==> src/rtl/ca_pkg.sv <==
// ca_pkg: register-file geometry and dump FSM states shared with RegFile and regfile_dump
package ca_pkg;
    localparam int REG_COUNT  = 32;
    localparam int REG_ADDR_W = 5;
    localparam int REG_DATA_W = 32;
    typedef enum logic [1:0] {IDLE, READ, HOLD, DONE} dump_state_t;
endpackage

==> src/rtl/regfile_dump.sv <==
// regfile_dump: walks a wrap-around register range and streams {index, value} beats with count and XOR checksum
module regfile_dump
    import ca_pkg::*;
#(
    parameter int ADDR_W = REG_ADDR_W,
    parameter int DATA_W = REG_DATA_W
) (
    input  logic              clk,
    input  logic              reset,
    input  logic              start,
    input  logic [ADDR_W-1:0] first_reg,
    input  logic [ADDR_W-1:0] last_reg,
    output logic [ADDR_W-1:0] rf_read_reg,
    input  logic [DATA_W-1:0] rf_read_data,
    output logic              out_valid,
    input  logic              out_ready,
    output logic [ADDR_W-1:0] out_reg,
    output logic [DATA_W-1:0] out_data,
    output logic              busy,
    output logic              done,
    output logic [ADDR_W:0]   beat_count,
    output logic [DATA_W-1:0] checksum
);
    dump_state_t       state, next_state;
    logic [ADDR_W-1:0] ptr, last_ptr;
    logic              accept;

    assign rf_read_reg = ptr;
    assign out_valid   = state == HOLD;
    assign busy        = state != IDLE;
    assign done        = state == DONE;
    assign accept      = out_valid && out_ready;

    always_comb begin
        next_state = (state == IDLE) ? (start ? READ : IDLE) :
                     (state == READ) ? HOLD :
                     (state == HOLD) ? (out_ready ? (ptr == last_ptr ? DONE : READ) : HOLD) :
                     IDLE;
    end

    always_ff @(posedge clk) begin
        if (reset) begin
            state      <= IDLE;
            ptr        <= '0;
            last_ptr   <= '0;
            out_reg    <= '0;
            out_data   <= '0;
            beat_count <= '0;
            checksum   <= '0;
        end else begin
            state <= next_state;
            if (state == IDLE && start) begin
                ptr        <= first_reg;
                last_ptr   <= last_reg;
                beat_count <= '0;
                checksum   <= '0;
            end
            if (state == READ) begin
                out_reg  <= ptr;
                out_data <= rf_read_data;
            end
            if (accept) begin
                checksum   <= checksum ^ out_data;
                beat_count <= beat_count + (ADDR_W+1)'(1);
                // pointer stays on the last index so rf_read_reg is stable through DONE
                if (ptr != last_ptr) ptr <= ptr + ADDR_W'(1);
            end
        end
    end
endmodule

==> config.mk <==
export PLATFORM = sky130hd
export DESIGN_NAME = regfile_dump
export DESIGN_NICKNAME = d
export VERILOG_FILES = /design/src/rtl/ca_pkg.sv /design/src/rtl/regfile_dump.sv
export SDC_FILE = /design/constraint.sdc
export NUM_CORES = 1
export LEC_CHECK = 0
export ABC_CLOCK_PERIOD_IN_PS = 1600
export CAP_MARGIN = 20
export CORE_ASPECT_RATIO = 1.4
export CORE_UTILIZATION = 41
export CTS_BUF_LIST = sky130_fd_sc_hd__clkbuf_2
export DETAILED_ROUTE_END_ITERATION = 8
export PLACE_DENSITY_LB_ADDON = 0.05
export RECOVER_POWER = 25
export SLEW_MARGIN = 20
export SYNTH_ARGS = -nofsm -noshare
export SYNTH_HDL_FRONTEND = slang
export SYNTH_SLANG_ARGS = --single-unit
==> constraint.sdc <==
create_clock -name clk -period 1.6 [get_ports clk]
set_clock_uncertainty 0.2 [all_clocks]
set_input_delay 0.32 -clock clk [delete_from_list [all_inputs] [get_ports clk]]
set_output_delay 0.32 -clock clk [all_outputs]
set_load 0.1 [all_outputs]
## Yosys cells after proc, flatten, opt, wreduce, memory -nomap -nowiden

Cells that the tools add are included.

- Add/sub/neg operators: 2
- Equal/unequal tests: 5
- Muxes and demuxes: 13
- Bitwise logic cells: 1
- Reduce and logical (&&, ||, !) cells: 5

Operators with widths:

| operator | number |
|---|---|
| $mux W32 | 2 |
| $xor A32 B32 Y32 | 1 |
| $mux W5 | 3 |
| $mux W6 | 2 |
| $mux W2 | 5 |
| $add A6 B1 Y6 const B | 1 |
| $add A5 B1 Y5 const B | 1 |
| $eq A5 B5 Y1 | 1 |
| $ne A5 B5 Y1 | 1 |
| $eq A2 B2 Y1 const B | 2 |
| $reduce_bool A2 Y1 | 2 |
| $eq A2 B1 Y1 const B | 1 |
| $logic_and A1 B1 Y1 | 2 |
| $logic_not A2 Y1 | 1 |
| $mux W1 | 1 |

- Bits in registers: 87
- Input bits: 46
- Output and inout port bits: 83
- Word-level logic and storage cells: 33

## Depth between registers and ports, before layout

Gate-level depths: netlist of the first run.

- Word-level depth: 6
- Gate-level depth with buffers: 7
- Mapped depth without buffers: 5

## Worst setup path after synthesis of the first run

Ideal clock, no wire load.

- Kind: register to register
- Start: reg ptr[4], in the netlist rf_read_reg[4]
- End: reg ptr[2], in the netlist rf_read_reg[2]
- Library setup time: 0.070 ns
- Data arrival time: 2.036 ns
- Required time: 1.330 ns
- Path slack: -0.706 ns
- Stages on the path, launching flop included: 7
- Path buffers: 1
- Clock period less this slack: 2.306 ns
- Path through: dfxtp_1 -> xor2_1 -> nor3_2 -> a21oi_2 -> buf_6 -> a211o_1 -> a21oi_1

- Word-level cells in the longest chain between the ends: 3

RTL lines:

| what | line | RTL |
|---|---|---|
| from (decl) | regfile_dump.sv:25 | `logic [ADDR_W-1:0] ptr, last_ptr;` |
| from (signal assigned) | regfile_dump.sv:53 | `ptr <= first_reg;` |
| from (signal assigned) | regfile_dump.sv:66 | `if (ptr != last_ptr) ptr <= ptr + ADDR_W'(1);` |
| $ne A5 B5 Y1 | regfile_dump.sv:66 |  |
| $mux W5 | regfile_dump.sv:66 |  |
| $mux W5 | regfile_dump.sv:62 | `if (accept) begin` |

Every way passes these cells.
A chain may end at the register's enable or synchronous reset.

## Worst setup path in the final report of the first run

- Start: reg state[1]
- End: reg checksum[14]

- Word-level cells in the longest chain between the ends: 3
- Elaborated cells on any way between the ends: 6
- Classes of those cells: 1 x eq/ne; 1 x mux; 4 x reduce/logical

RTL lines:

| what | line | RTL |
|---|---|---|
| from (decl) | regfile_dump.sv:24 | `dump_state_t state, next_state;` |
| from (signal assigned) | regfile_dump.sv:51 | `state <= next_state;` |
| $eq A2 B2 Y1 or $logic_not A2 Y1 (tied branches) | regfile_dump.sv:29, regfile_dump.sv:52 |  |
| $logic_and A1 B1 Y1, on equally long branches | regfile_dump.sv:32, regfile_dump.sv:52 |  |
| $mux W32 or $reduce_bool A2 Y1 (tied branches) | - |  |
| to (signal assigned) | regfile_dump.sv:63 | `checksum <= checksum ^ out_data;` |
| to (decl) | regfile_dump.sv:22 | `output logic [DATA_W-1:0] checksum` |

Parallel ways exist; a longest one is shown, timed or not.

==> metrics.md, run 1 <==
| Metric | Value |
|---|---|
| Root Buffer | `clkbuf_2` |
| CP Capture Type | `flop` |
| Synth Flop Type | `dfxtp_1` |
| # clock sinks | `between 80 and 90` |
| Die area | `~0.0089 sq mm` |
| Clock Path Buffers | `2` |
| Post-route DRC | `0` |
| DRT Pass-1 Iters | `4` |
| Global route overflow | `0` |
| Detailed Place HPWL | `between 6 and 7 mm` |
| Final worst setup slack | `-0.320 ns` |
| Core area | `0.00825 sq mm` |
| Failing checks | `setup timing` |
| Mapped Cells | `442` |
| Top flop regs | `checksum x32, out_data x32, beat_count x6` |
| Power Density | `721 mW/mm^2` |
| Largest net degree at the start of global routing | `46` |
| Crit Path Class | `flop to flop` |
| Synth-to-Final Area Change | `108%` |
| Synth warn | `0` |
| Syn Area/Cell | `7.94 sq um` |
| Post-Syn Area | `0.00351 sq mm` |
| Final wirelength | `around 14 mm` |
| Number of global-route vias before repair | `about 4300` |
| Worst hold slack | `about 0.072 ns` |
| Fmax | `521 MHz` |
| Total Routing Usage GR | `around 30%` |
| Nets | `about 720` |
| Crit path time final | `about 1.9 ns` |
| Leak pwr | `2.88 nW` |
| Ys async rst share | `0%` |
| CTS tree | `done` |
| Die W | `roughly 80 um` |
| Max Slew Vio Count | `0` |
| Worst setup SP type | `flop` |
| DR WL/cell | `between 15 and 20 um` |
| Final period utilization | `120%` |
| Hold Violations, Final | `0` |
| First-pass GRT wire length | `approximately 20 mm` |
| Setup violations, final | `127` |
| Run status | `finished, violations left` |
| Synth cell types | `34` |
| IO buf count | `between 100 and 150` |
| Vias per cell | `~5.3` |
| CTS Buf Count | `9` |
| Clock transition at path regs | `roughly 0.25 ns` |
| Layout cell share with drive strength beyond 1 | `56.3%` |
| Final Wtd Congestion | `a little over 0.8` |
| Die height | `111 um` |
| Initial antenna violation count | `0` |
| Starting Density | `between 40% and 50%` |
| Type of the worst min-delay path | `primary input to flop` |
| Ant diodes | `0` |
| 1st-iter DRT viols | `between 200 and 250` |
| Post-synth top area share | `49.6%` |
| I/O pins | `about 130` |
| Worst Path Arrival | `approximately 2.2 ns` |
| Max_slew headroom | `between 70% and 80%` |
| Clock latency on the worst-skew pair | `0.55 ns` |
| Worst-margin pin slew | `~0.31 ns` |
| H-tree depth | `3` |
| Sequential area share after synthesis | `between 40% and 50%` |
| CP max FO | `4` |
| Top post-synthesis cells by area | `dfxtp_1, nand2_1, a21oi_1, nand3_1, or2_0` |
| Setup_tns | `-13.82 ns` |
| Largest area contributor in the netlist | `dfxtp_1` |
| DRT antenna net count | `0` |
| Max-Cap Viols | `0` |
| Row cnt | `39` |
| Pre-CTS WS | `-0.300 ns` |
| Routed vias | `4150` |
| #FFs+latches synth | `87` |
| Post-synth EDFFs | `0` |
| RSZ-0062 raised after global routing | `true` |
| Largest vdd supply drop | `roughly 940 uV` |
| Worst EP required | `1.91 ns` |
| Post-Syn Nets | `between 400 and 500` |
[placed cells by master, fill, tap and decap left out, types with 2 or more instances in the layout]
cell and instances:
nor2_2 3, clkdlybuf4s50_1 44, dfxtp_1 3, or2_4 6
nand2_2 29, and2_2 2, a211oi_2 2, or2_1 7
a31oi_1 2, nor2b_4 2, buf_12 92, a21oi_2 18
inv_1 2, a21oi_1 65, a32oi_1 2, dfxtp_4 32
clkbuf_2 10, nor2_1 10, buf_6 16, dfxtp_2 52
nor2_4 2, nand2_1 95, nand3b_1 4, nand2_4 2
buf_4 93, xor2_1 4, or2_0 19, nand3_2 2
bufinv_16 2, nand3_1 35
[through the flow]
stage	cell area [sq um]	util, %	cells	power [W]
2_1_floorplan	3570	-	442	0.00315
5_1_grt	7300	88.6	782	0.00545
3_5_place_dp	5930	71.9	670	0.00377
4_1_cts	7070	85.8	768	0.00520
6_report	7300	88.6	782	0.00527
3_3_place_gp	5930	71.9	670	0.00375
[cells in the mapped netlist (2+ instances only)]
cell type / number
nand2_1: 126
dfxtp_1: 87
a21oi_1: 82
nand3_1: 37
or2_0: 22
nor2_1: 14
clkbuf_1: 13
or2_2: 6
buf_1: 5
buf_2: 5
xor2_1: 5
buf_6: 4
nand3b_1: 4
or2_1: 4
a32oi_1: 3
a211oi_1: 2
a31oi_1: 2
and2_1: 2
ha_1: 2
inv_1: 2
mux2_2: 2
[worst paths after layout]
path / slack, ns / start / to / cells after the start
hold reg to reg: 0.29 / last_ptr[2]$_SDFFE_PP0P_ / last_ptr[2]$_SDFFE_PP0P_ / 2
setup / recovery: -0.32 / state[1]$_SDFF_PP0_ / checksum[14]$_SDFFE_PP0P_ / 8
hold / removal: 0.07 / rf_read_data[19] / out_data[19]$_SDFFE_PP0P_ / 3
setup reg to reg: -0.32 / state[1]$_SDFF_PP0_ / checksum[14]$_SDFFE_PP0P_ / 8
[worst max-delay path, cell delays in order, from the launching register on]
cell and delay, ns:
dfxtp_4 0.42, nor2b_4 0.15, buf_4 0.11, and2_4 0.21, buf_12 0.13, bufbuf_16 0.24
nand2_2 0.06, or2_1 0.24, a21oi_1 0.14
[logic make-up after synthesis]
| kind of cell | Yosys count | share of synthesized area, % |
|---|---|---|
| XOR/XNOR | 5 | 1.25 |
| AND/OR/NAND/NOR | 221 | 28.6 |
| AO/OA/AOI/OAI | 95 | 14.6 |
| multiplexers | 2 | 0.642 |
| adder cells (fa/ha/maj) | 2 | 0.713 |
| buffers and inverters | 30 | 4.56 |
| flip-flops | 87 | 49.6 |
[power breakdown]
| part | switching [W] | internal [W] |
|---|---|---|
| registers | 0.0000847 | 0.00223 |
| clock network | 0.000763 | 0.000518 |
| logic | 0.000970 | 0.000702 |
[metal layers]
layer / vias up / share of wire, % / track usage [%]
met5: - / 0 / 0
met4: 0 / 3.6 / 15.1
met3: 45 / 4.1 / 6.23
met2: 162 / 55 / 53.7
met1: 2004 / 38 / 31.0
li1: 1939 / - / -
[repair_timing]
action                                  CTS  global route
gates resized for setup                 141            52
setup buffers                            77            19
endpoints found under the hold margin    57             0
hold buffers                              1             0
gates cloned                              4             0
endpoints found under the setup margin  119           129
pin swaps                                29            36
[layout make-up]
class	count	area, sq um
clock inverters	6	85.1
fillers	382	942
clock buffers	10	50.0
multi-input cells	325	1860
well taps	102	128
flip-flops and latches	87	1930
inverters	2	7.51
repair buffers	250	3250
Note: power is estimated with default switching activity, not from simulation.
==> run 2, diff against run 1 <==
--- a/config.mk
+++ b/config.mk
@@ -7,7 +7,6 @@
 export LEC_CHECK = 0
 export ABC_CLOCK_PERIOD_IN_PS = 1600
 export CAP_MARGIN = 20
-export CORE_ASPECT_RATIO = 1.4
 export CORE_UTILIZATION = 41
 export CTS_BUF_LIST = sky130_fd_sc_hd__clkbuf_2
 export DETAILED_ROUTE_END_ITERATION = 8
==> run 2 against run 1 <==
Against the previous run:
- the run still ends with setup timing left
- hold slack worse by 0.027 ns
- critical path type is now flop to output port
- cell count down 0.13%
- maximum frequency up 0.52%
- global-route usage down 2.9 points
- core utilization down 1.3 points
- critical path depth down 5
- first-iteration DRC count down 24%
- register-to-register slack better by 0.10 ns
- die area about the same
- worst setup slack better by 0.010 ns
- total power down 1.8%
- via count about the same
==> metrics.md, run 2 (synthesis results as in run 1) <==
| Metric | Value |
|---|---|
| CP max FO | `4` |
| CP cell instances | `nor2b_4 -> buf_6 -> buf_12` |
| Starting Density | `between 40% and 50%` |
| Most frequent cells in the layout | `nand2_1, buf_4, buf_12` |
| CP Capture Type | `output port` |
| Worst EP required | `1.08 ns` |
| Die W | `roughly 95 um` |
| Nets | `719` |
| IO buf count | `128` |
| Vias per cell | `5.31` |
| Root Buffer | `clkbuf_2` |
| Global route overflow | `0` |
| CP max stage delay | `about 0.42 ns` |
| H-tree depth | `3` |
| Register area | `a little under 0.002 sq mm` |
| Largest vdd supply drop | `~430 uV` |
| DRT antenna net count | `0` |
| Final Wtd Congestion | `between 0.7 and 0.8` |
| Placed Instances | `around 670` |
| Crit Path Class | `flop to output port` |
| Top Family by Delay on Critical Path | `flip-flops` |
| Final wirelength | `13.3 mm` |
| Type of the worst min-delay path | `primary input to flop` |
| Final worst setup slack | `-0.310 ns` |
| Power Density | `~700 mW/mm^2` |
| Row cnt | `33` |
| Fmax | `between 500 and 600 MHz` |
| Leak pwr | `~2.9 nW` |
| Detailed Place HPWL | `between 6 and 7 mm` |
| Pre-CTS WS | `-0.348 ns` |
| Die area | `0.00893 sq mm` |
| Die height | `94.5 um` |
| Hold path startpoint | `rf_read_data[31]` |
| Area of the multi-input gates | `~0.0019 sq mm` |
| Crit path time final | `roughly 1.9 ns` |
| First-pass GRT wire length | `around 18 mm` |
| DRT Pass-1 Iters | `4` |
| Top flop regs | `checksum x32, out_data x32, beat_count x6` |
| Reg2Reg Depth | `8` |
| Post-Layout Cell Count | `approximately 800` |
| RSZ-0062 raised after global routing | `true` |
| Failing checks | `setup timing` |
| Final period utilization | `119%` |
| 1st-iter DRT viols | `188` |
| Worst-margin pin slew | `around 0.42 ns` |
| Run status | `finished, violations left` |
| Clock Path Buffers | `2` |
| Synth-to-Final Area Change | `105%` |
| FF-to-FF Start | `state[1]$_SDFF_PP0_` |
| Max-Cap Viols | `0` |
| # fillers | `just under 400` |
| CTS tree | `done` |
| Max Slew Vio Count | `0` |
| Hold Violations, Final | `0` |
| Core area | `just over 0.008 sq mm` |
| Worst path slowest cell | `dfxtp_4` |
| Reg-to-Reg End | `checksum[8]$_SDFFE_PP0P_` |
| Ant diodes | `0` |
| Worst setup SP type | `flop` |
| Max_slew headroom | `71.9%` |
| CP Buf/Inv Count | `2` |
| Initial antenna violation count | `0` |
| Post-route DRC | `0` |
| # clock sinks | `87` |
| Fin area | `0.00721 sq mm` |
| Setup_tns | `-13.29 ns` |
| I/O pins | `between 100 and 150` |
| Clock transition at path regs | `0.28 ns` |
| Setup violations, final | `~130` |
| Most common cell after layout, fill and taps aside | `nand2_1` |
| CTS Buf Count | `9` |
| Total Power | `around 0.0052 W` |
| Routed vias | `between 4000 and 5000` |
| Placed Area | `between 0.005 and 0.006 sq mm` |
| Hold path cells | `3` |
| Clock latency on the worst-skew pair | `~0.58 ns` |
| Layout cell share with drive strength beyond 1 | `55.2%` |
| Largest net degree at the start of global routing | `around 90` |
| Worst Path Arrival | `1.39 ns` |
| Hold EP | `out_data[31]$_SDFFE_PP0P_` |
| Total Routing Usage GR | `a little over a quarter` |
| DR WL/cell | `about 17 um` |
| R2R setup slack | `-0.22 ns` |
| CP Depth | `3` |
| Number of global-route vias before repair | `3868` |
==> run 2: worst max-delay path by stage <==
stage / startpoint / to / slack [ns]
floorplan: state[1]$_SDFF_PP0_ / checksum[10]$_SDFFE_PP0P_ / -0.48
global placement: out_ready / beat_count[3]$_SDFFE_PP0P_ / -0.27
detailed placement: out_ready / beat_count[3]$_SDFFE_PP0P_ / -0.35
CTS: state[0]$_SDFF_PP0_ / busy / -0.34
global route: state[0]$_SDFF_PP0_ / busy / -0.40
finish: state[1]$_SDFF_PP0_ / out_valid / -0.31
==> run 2: metrics by stage <==
stage	util (%)	hold WS, ns
finish	87.3	0.0451
global route	87.3	0.0230
CTS	83.4	0.0113
detailed placement	71.5	0.260
global placement	71.5	0.255
floorplan	-	0.248
==> run 2: timing repair <==
item | 4_1_cts | 5_1_grt
cloned | 5 | 0
pin swaps | 23 | 44
hold endpoints to repair | 0 | 1
resized for setup | 108 | 74
buffers inserted | 72 | 18
hold buffers | 0 | 1
setup endpoints to repair | 112 | 133
==> run 2: per-layer routing <==
layer | global-route usage, % | share of wire [%]
met2 | 48.2 | 53
met1 | 30.3 | 40
met4 | 10.2 | 2.7
met5 | 0 | 0
met3 | 5.72 | 4.9
==> run 2: worst reg2reg max path: cells and delay by family (launching register included) <==
| family | cells | cell delay (ns) |
|---|---|---|
| AO/OA/AOI/OAI | 1 | 0.15 |
| AND/OR/NAND/NOR | 4 | 0.66 |
| buffers and inverters | 3 | 0.39 |
| flip-flops | 1 | 0.42 |
==> run 2: layout make-up <==
cell class,count,area share (%)
inverters,2,0.104
multi-input cells,325,25.7
well taps,105,1.82
clock buffers,9,0.625
flip-flops and latches,87,26.6
clock inverters,7,0.989
repair buffers,246,44.1
==> run 2: power breakdown <==
group / total, W / switching, W / internal [W]
combinational: 0.00166 / 0.000968 / 0.000695
clock: 0.00119 / 0.000825 / 0.000367
sequential: 0.00231 / 0.0000867 / 0.00223
==> run 3, diff against run 2 <==
--- a/config.mk
+++ b/config.mk
@@ -12,7 +12,6 @@
 export DETAILED_ROUTE_END_ITERATION = 8
 export PLACE_DENSITY_LB_ADDON = 0.05
 export RECOVER_POWER = 25
-export SLEW_MARGIN = 20
 export SYNTH_ARGS = -nofsm -noshare
 export SYNTH_HDL_FRONTEND = slang
 export SYNTH_SLANG_ARGS = --single-unit
==> results of run 3 <==
The final DEF is identical to that of run 2; final timing and power are the same.
